<file path="config.mk">
export PLATFORM = sky130hd
export DESIGN_NAME = mux_sel_sequencer
export DESIGN_NICKNAME = d
export VERILOG_FILES = /design/src/rtl/mux_seq_pkg.sv /design/src/rtl/rr_pick.sv /design/src/rtl/mux_sel_sequencer.sv
export SDC_FILE = /design/constraint.sdc
export NUM_CORES = 1
export LEC_CHECK = 0
export ABC_AREA = 1
export CORE_UTILIZATION = 51
export DETAILED_ROUTE_END_ITERATION = 6
export GPL_TIMING_DRIVEN = 0
export PLACE_DENSITY = 0.9
export SETUP_SLACK_MARGIN = 0.4
export SLEW_MARGIN = 20
export SYNTH_ARGS = -nofsm -noshare
export SYNTH_HDL_FRONTEND = slang
export SYNTH_SLANG_ARGS = --single-unit
</file>
<file path="constraint.sdc">
create_clock -name clk -period 1.8 [get_ports clk]
set_input_delay 0.36 -clock clk [delete_from_list [all_inputs] [get_ports clk]]
set_output_delay 0.36 -clock clk [all_outputs]
set_load 0.02 [all_outputs]
</file>
<file path="src/rtl/mux_seq_pkg.sv">
// Shared types and constants for the mux select sequencer: FSM state
// encoding, channel count, select width and a one-hot helper.
package mux_seq_pkg;

  localparam int NUM_CH = 4;
  localparam int SEL_W  = 2;

  typedef enum logic [1:0] {
    IDLE     = 2'd0,
    HOLD     = 2'd1,
    WAIT_ACK = 2'd2
  } state_t;

  // Expands a channel index into a one-hot channel mask.
  function automatic logic [NUM_CH-1:0] idx_to_onehot(input logic [SEL_W-1:0] idx);
    logic [NUM_CH-1:0] oh;
    oh      = '0;
    oh[idx] = 1'b1;
    return oh;
  endfunction

endpackage

</file>
<file path="src/rtl/rr_pick.sv">
// Combinational next-requester finder for the mux select sequencer.
// Default build: round-robin search starting at ptr+1 and wrapping modulo 4,
// so the channel granted last has the lowest priority.
// With MUXSEQ_FIXED_PRIO_EN defined: lowest-index requester wins and ptr is
// ignored.
module rr_pick
  import mux_seq_pkg::*;
(
  input  logic [NUM_CH-1:0] req,
  input  logic [SEL_W-1:0]  ptr,
  output logic [SEL_W-1:0]  idx,
  output logic              found
);

`ifdef MUXSEQ_FIXED_PRIO_EN

  // Fixed priority: scan downward so the lowest requesting index is kept last.
  always_comb begin
    idx   = '0;
    found = 1'b0;
    for (int i = NUM_CH - 1; i >= 0; i--) begin
      if (req[i]) begin
        idx   = SEL_W'(i);
        found = 1'b1;
      end
    end
  end

`else

  logic [SEL_W-1:0] cand;

  // Round-robin: first requester found at ptr+1, ptr+2, ... ptr+4 (== ptr).
  always_comb begin
    idx   = '0;
    found = 1'b0;
    cand  = '0;
    for (int k = 1; k <= NUM_CH; k++) begin
      cand = ptr + SEL_W'(k);
      if (!found && req[cand]) begin
        idx   = cand;
        found = 1'b1;
      end
    end
  end

`endif

endmodule

</file>
<file path="src/rtl/mux_sel_sequencer.sv">
// Round-robin channel sequencer driving the {s1,s0} selects of a 4:1 mux.
// Grants one requesting channel, holds the select for dwell+1 cycles so the
// mux output settles, raises sample_valid and waits for ack before moving on.
// Optional build macro MUXSEQ_FIXED_PRIO_EN switches the channel choice to
// fixed priority (channel 0 highest); all timing is unchanged.
module mux_sel_sequencer #(
  parameter int DWELL_W = 4,
  parameter int NUM_CH  = 4
) (
  input  logic               clk,
  input  logic               rst_n,
  input  logic               en,
  input  logic [NUM_CH-1:0]  req,
  input  logic [DWELL_W-1:0] dwell,
  input  logic               ack,
  output logic               s1,
  output logic               s0,
  output logic [NUM_CH-1:0]  grant,
  output logic               sample_valid,
  output logic               busy,
  output logic               done
);

  import mux_seq_pkg::*;

  state_t             state;
  logic [SEL_W-1:0]   ptr;
  logic [SEL_W-1:0]   sel;
  logic [DWELL_W-1:0] cnt;
  logic [SEL_W-1:0]   pick_idx;
  logic               pick_found;

  rr_pick u_rr_pick (
    .req   (req),
    .ptr   (ptr),
    .idx   (pick_idx),
    .found (pick_found)
  );

  // The select register drives the mux directly; it only changes on grant.
  assign s1 = sel[1];
  assign s0 = sel[0];

  // Sequencer FSM: grant in IDLE, settle in HOLD, handshake in WAIT_ACK.
  always_ff @(posedge clk or negedge rst_n) begin
    if (!rst_n) begin
      state        <= IDLE;
      ptr          <= SEL_W'(NUM_CH - 1);
      sel          <= '0;
      cnt          <= '0;
      grant        <= '0;
      sample_valid <= 1'b0;
      busy         <= 1'b0;
      done         <= 1'b0;
    end else begin
      done <= 1'b0;
      unique case (state)
        IDLE: begin
          if (en && pick_found) begin
            sel   <= pick_idx;
            grant <= idx_to_onehot(pick_idx);
            cnt   <= dwell;
            busy  <= 1'b1;
            state <= HOLD;
          end else begin
            grant <= '0;
          end
        end
        HOLD: begin
          // A zero count on entry still costs one HOLD cycle.
          if (cnt != '0) begin
            cnt <= cnt - DWELL_W'(1);
          end else begin
            sample_valid <= 1'b1;
            state        <= WAIT_ACK;
          end
        end
        WAIT_ACK: begin
          if (ack) begin
            ptr          <= sel;
            sample_valid <= 1'b0;
            busy         <= 1'b0;
            grant        <= '0;
            done         <= 1'b1;
            state        <= IDLE;
          end
        end
        default: begin
          state <= IDLE;
        end
      endcase
    end
  end

endmodule

</file>
==> summary.log <==
INFO  critical_path  crit_type=reg2reg
INFO  timing         finalMaxSlewViolations=0
INFO  clock_tree     cts.sinks=17
INFO  synthesis      synth_edf_count=0
INFO  global_route   grt_pass1_wl=4.781mm
INFO  finish         areaGrowthSynthToFinish=39.86%
INFO  clock_tree     cts.htree.levels=1
INFO  placement      hpwl=1.856mm
INFO  critical_path  crit_arrival=1.93ns
INFO  finish         antenna_cells=0
INFO  floorplanning  die_outline_area=2357um^2
INFO  floorplanning  starting_density_of_the_core=55.19%
INFO  power_and_ir_drop power_frac_comb=70.2%
INFO  clock_tree     cts_tree=done
INFO  finish         finish.net_count=207
INFO  floorplanning  core-area=2002um^2
INFO  timing         achievable-frequency=0.5782GHz
INFO  power_and_ir_drop vdd_drop_max=1100uV
INFO  run_status     outcome=finished clean
INFO  power_and_ir_drop power.density_cell_area=1950nW/um^2
INFO  power_and_ir_drop cell_internal_pwr=0.001463W
INFO  timing         setup-violations-final=0
INFO  drt            drtIter0Drc=19
INFO  hold_path      min_path_type=in2async
INFO  synthesis      yosys-top-cells-count=nand2_1, inv_1, dfrtp_1, nand3_1, nor2_1
INFO  critical_path  reg2regPathDepth=11
INFO  critical_path  timing.critical_path.from_type=register
INFO  critical_path  critPathMaxFanout=6
INFO  synthesis      synth.most_common_cell=nand2_1
INFO  clock_tree     post_cts_hold_buffer_count=0
INFO  synthesis      synth.lib_cells_used.distinct=21
INFO  synthesis      synth_area_leader_cell=dfrtp_1
INFO  clock_tree     cts.reportedPaths.clkPinSlew=0.10ns
INFO  power_and_ir_drop switching_share=51.46%
INFO  timing         rsz0062_at_grt=true
INFO  global_route   grt_util_all_layers=26.52%
INFO  synthesis      synth_seq_area_share=38.73%
INFO  floorplanning  die_h=48.55um
INFO  finish         post_route_cells_drive_above_1_share=28.50%
INFO  power_and_ir_drop power_switching=0.001551W
INFO  timing         timing.max_slew.rel_slack=51.10%
INFO  global_route   number_of_antenna_violations_at_the_first_check_in_global_routing=0
INFO  timing         hold_viol=0
INFO  synthesis      synth_top_cells_by_area=dfrtp_1, nand2_1, nand3_1
INFO  synthesis      synth.ff_latch_count=17
INFO  clock_tree     clock_tree.buffer_depth=2
INFO  power_and_ir_drop seq_power_share=22.6%
INFO  power_and_ir_drop p_clk_share=7.3%
INFO  finish         finalNonFillerCells=220
INFO  drt            drt_pre_antenna_iters=4
INFO  global_route   globalRouteOverflowTotal=0
INFO  timing         final.setup.tns=0ns
INFO  placement      gp_congestion=0.8370
INFO  global_route   grt_max_degree=18
INFO  job            maxCapViolCount=0
INFO  floorplanning  number_of_top_level_pins=21
INFO  timing         hold_ws=0.4767ns
INFO  synthesis      synth_top_area_share=33.98%
INFO  drt            totalWireLength=2.782mm
INFO  drt            post-route-drc-count=0
INFO  drt            vias_per_cell=5.086
INFO  floorplanning  row_count=16
INFO  finish         fillers=155
INFO  synthesis      synthesis.instances=157
INFO  synthesis      async_reset_ff_share=100.0%
INFO  drt            detail-route-antenna-nets=0
INFO  placement      placedCellCount=204
INFO  clock_tree     cts_root_buf=clkbuf_4
INFO  placement      io_buffer_count=20
INFO  global_route   vias_in_the_first_global_route=1126
INFO  synthesis      syn-mean-instance-area=7.037um^2
INFO  drt            routedWlPerCell=12.65um
INFO  floorplanning  floorplan.die.width=48.55um
INFO  synthesis      syn-cell-area=1105um^2
INFO  synthesis      yosys_warnings=0
INFO  timing         final.min_clock_period=1.730ns
INFO  clock_tree     numCtsBuffers=3
INFO  clock_tree     worstSkewPairLatency=0.30ns
INFO  drt            number_of_vias_in_the_routed_layout=1119
INFO  synthesis      mappedNetlistNets=170
INFO  synthesis      ys_dominant_reg_cell=dfrtp_1
INFO  power_and_ir_drop design_power_total=0.003013W
INFO  power_and_ir_drop power.static_leakage=0.8388nW
INFO  timing         post-route-period-util=96.09%
INFO  critical_path  endpoint_kind=register
INFO  timing         fin_worst_skew=0.003105ns
INFO  critical_path  required_time_reported_for_the_critical_path_endpoint=2.00ns
INFO  timing         actual_transition_at_the_worst_max_transition_pin=0.7312ns
==> stage by stage <==
| stage | util [%] | cell area (um^2) | setup slack, ns |
|---|---|---|---|
| after CTS | 74.88 | 1499 | 0.1167 |
| after global placement | 67.25 | 1346 | -0.07481 |
| after global routing | 77.19 | 1545 | -0.01847 |
| final | 77.19 | 1545 | 0.07037 |
| after floorplan | - | 1112 | 0.2233 |
| after detailed placement | 67.25 | 1346 | -0.1226 |
==> repair_timing <==
| action | CTS | global route |
|---|---|---|
| pin swaps | 4 | 2 |
| setup buffers | 6 | 3 |
| cloned | 3 | 0 |
| setup endpoints to repair | 21 | 20 |
| gates resized for setup | 29 | 17 |
==> sequential cells by signal, indices dropped and copies added (netlist names) <==
name          cells
busy              1
cnt               4
done              1
grant             4
ptr               2
sample_valid      1
sel               2
state             2
==> layer usage <==
metal	global-route usage [%]	vias up	wire length, um
met5	0	-	0
met4	12.75	0	106
met3	3.459	9	71
met2	48.83	26	1496
met1	30.12	524	1107
li1	-	560	-
==> power groups by stage <==
stage,clock (W),sequential (W),combinational [W]
2_1_floorplan,0,0.000718,0.00124
3_3_place_gp,0,0.000668,0.00162
3_5_place_dp,0,0.000678,0.00169
4_1_cts,0.000225,0.000673,0.00196
5_1_grt,0.000247,0.000697,0.00235
6_report,0.000219,0.000680,0.00212
==> layout by cell type, fill, tap and decap left out, drive strengths merged <==
cell	instances
nor2	8
ha	1
nand2	77
xor2	1
nor3	1
clkdlybuf4s50	11
clkbuf	5
nand3	17
dfrtp	15
dfstp	2
dlygate4sd2	1
inv	22
buf	13
clkinvlp	1
o31ai	1
o21ai	8
nand4	3
clkdlybuf4s15	6
==> cell type report <==
class / count / area, um^2 / share of cell area, %
Clock inverter: 1 / 7.507 / 0.4858
Multi-Input combinational cell: 117 / 663.1 / 42.92
Buffer: 2 / 26.28 / 1.700
Timing Repair inverter: 1 / 6.256 / 0.4049
Clock buffer: 3 / 22.52 / 1.457
Timing Repair Buffer: 31 / 271.5 / 17.57
Tap cell: 27 / 33.78 / 2.186
Sequential cell: 17 / 427.9 / 27.69
Inverter: 21 / 86.33 / 5.587
==> critical path: stages (launching register included) <==
cell     delay [ns]
dfstp_2        0.58
buf_8          0.15
nand2_1        0.10
nand3_2        0.12
nand2_2        0.09
nor2_8         0.13
nand3_4        0.09
nand3_4        0.09
buf_6          0.13
inv_2          0.04
nand3_1        0.06
nand2_1        0.06
==> logic make-up (layout without fill, tap and decap cells) <==
| kind of cell | Yosys count | count (layout) | share of synthesized area, % |
|---|---|---|---|
| buf+inv | 23 | 59 | 9.626 |
| simple gates | 106 | 106 | 45.41 |
| flops | 17 | 17 | 38.73 |
| compound gates | 9 | 9 | 4.304 |
| fa+ha+maj | 1 | 1 | 1.132 |
| xor+xnor | 1 | 1 | 0.7929 |
==> path summary, 6_finish.rpt <==
| check | startpoint | to | slack [ns] |
|---|---|---|---|
| min reg2reg | grant[0]$_DFFE_PN0P_ | grant[0]$_DFFE_PN0P_ | 0.49 |
| min | rst_n | cnt[3]$_DFFE_PN0P_ | 0.48 |
| min in group clk | grant[0]$_DFFE_PN0P_ | grant[0]$_DFFE_PN0P_ | 0.49 |
| max reg2reg | ptr[0]$_DFFE_PN1P_ | grant[2]$_DFFE_PN0P_ | 0.07 |
| max in group asynchronous | rst_n | grant[3]$_DFFE_PN0P_ | 0.86 |
| max | ptr[0]$_DFFE_PN1P_ | grant[2]$_DFFE_PN0P_ | 0.07 |
No activity file was read; power rests on OpenSTA's default activity.
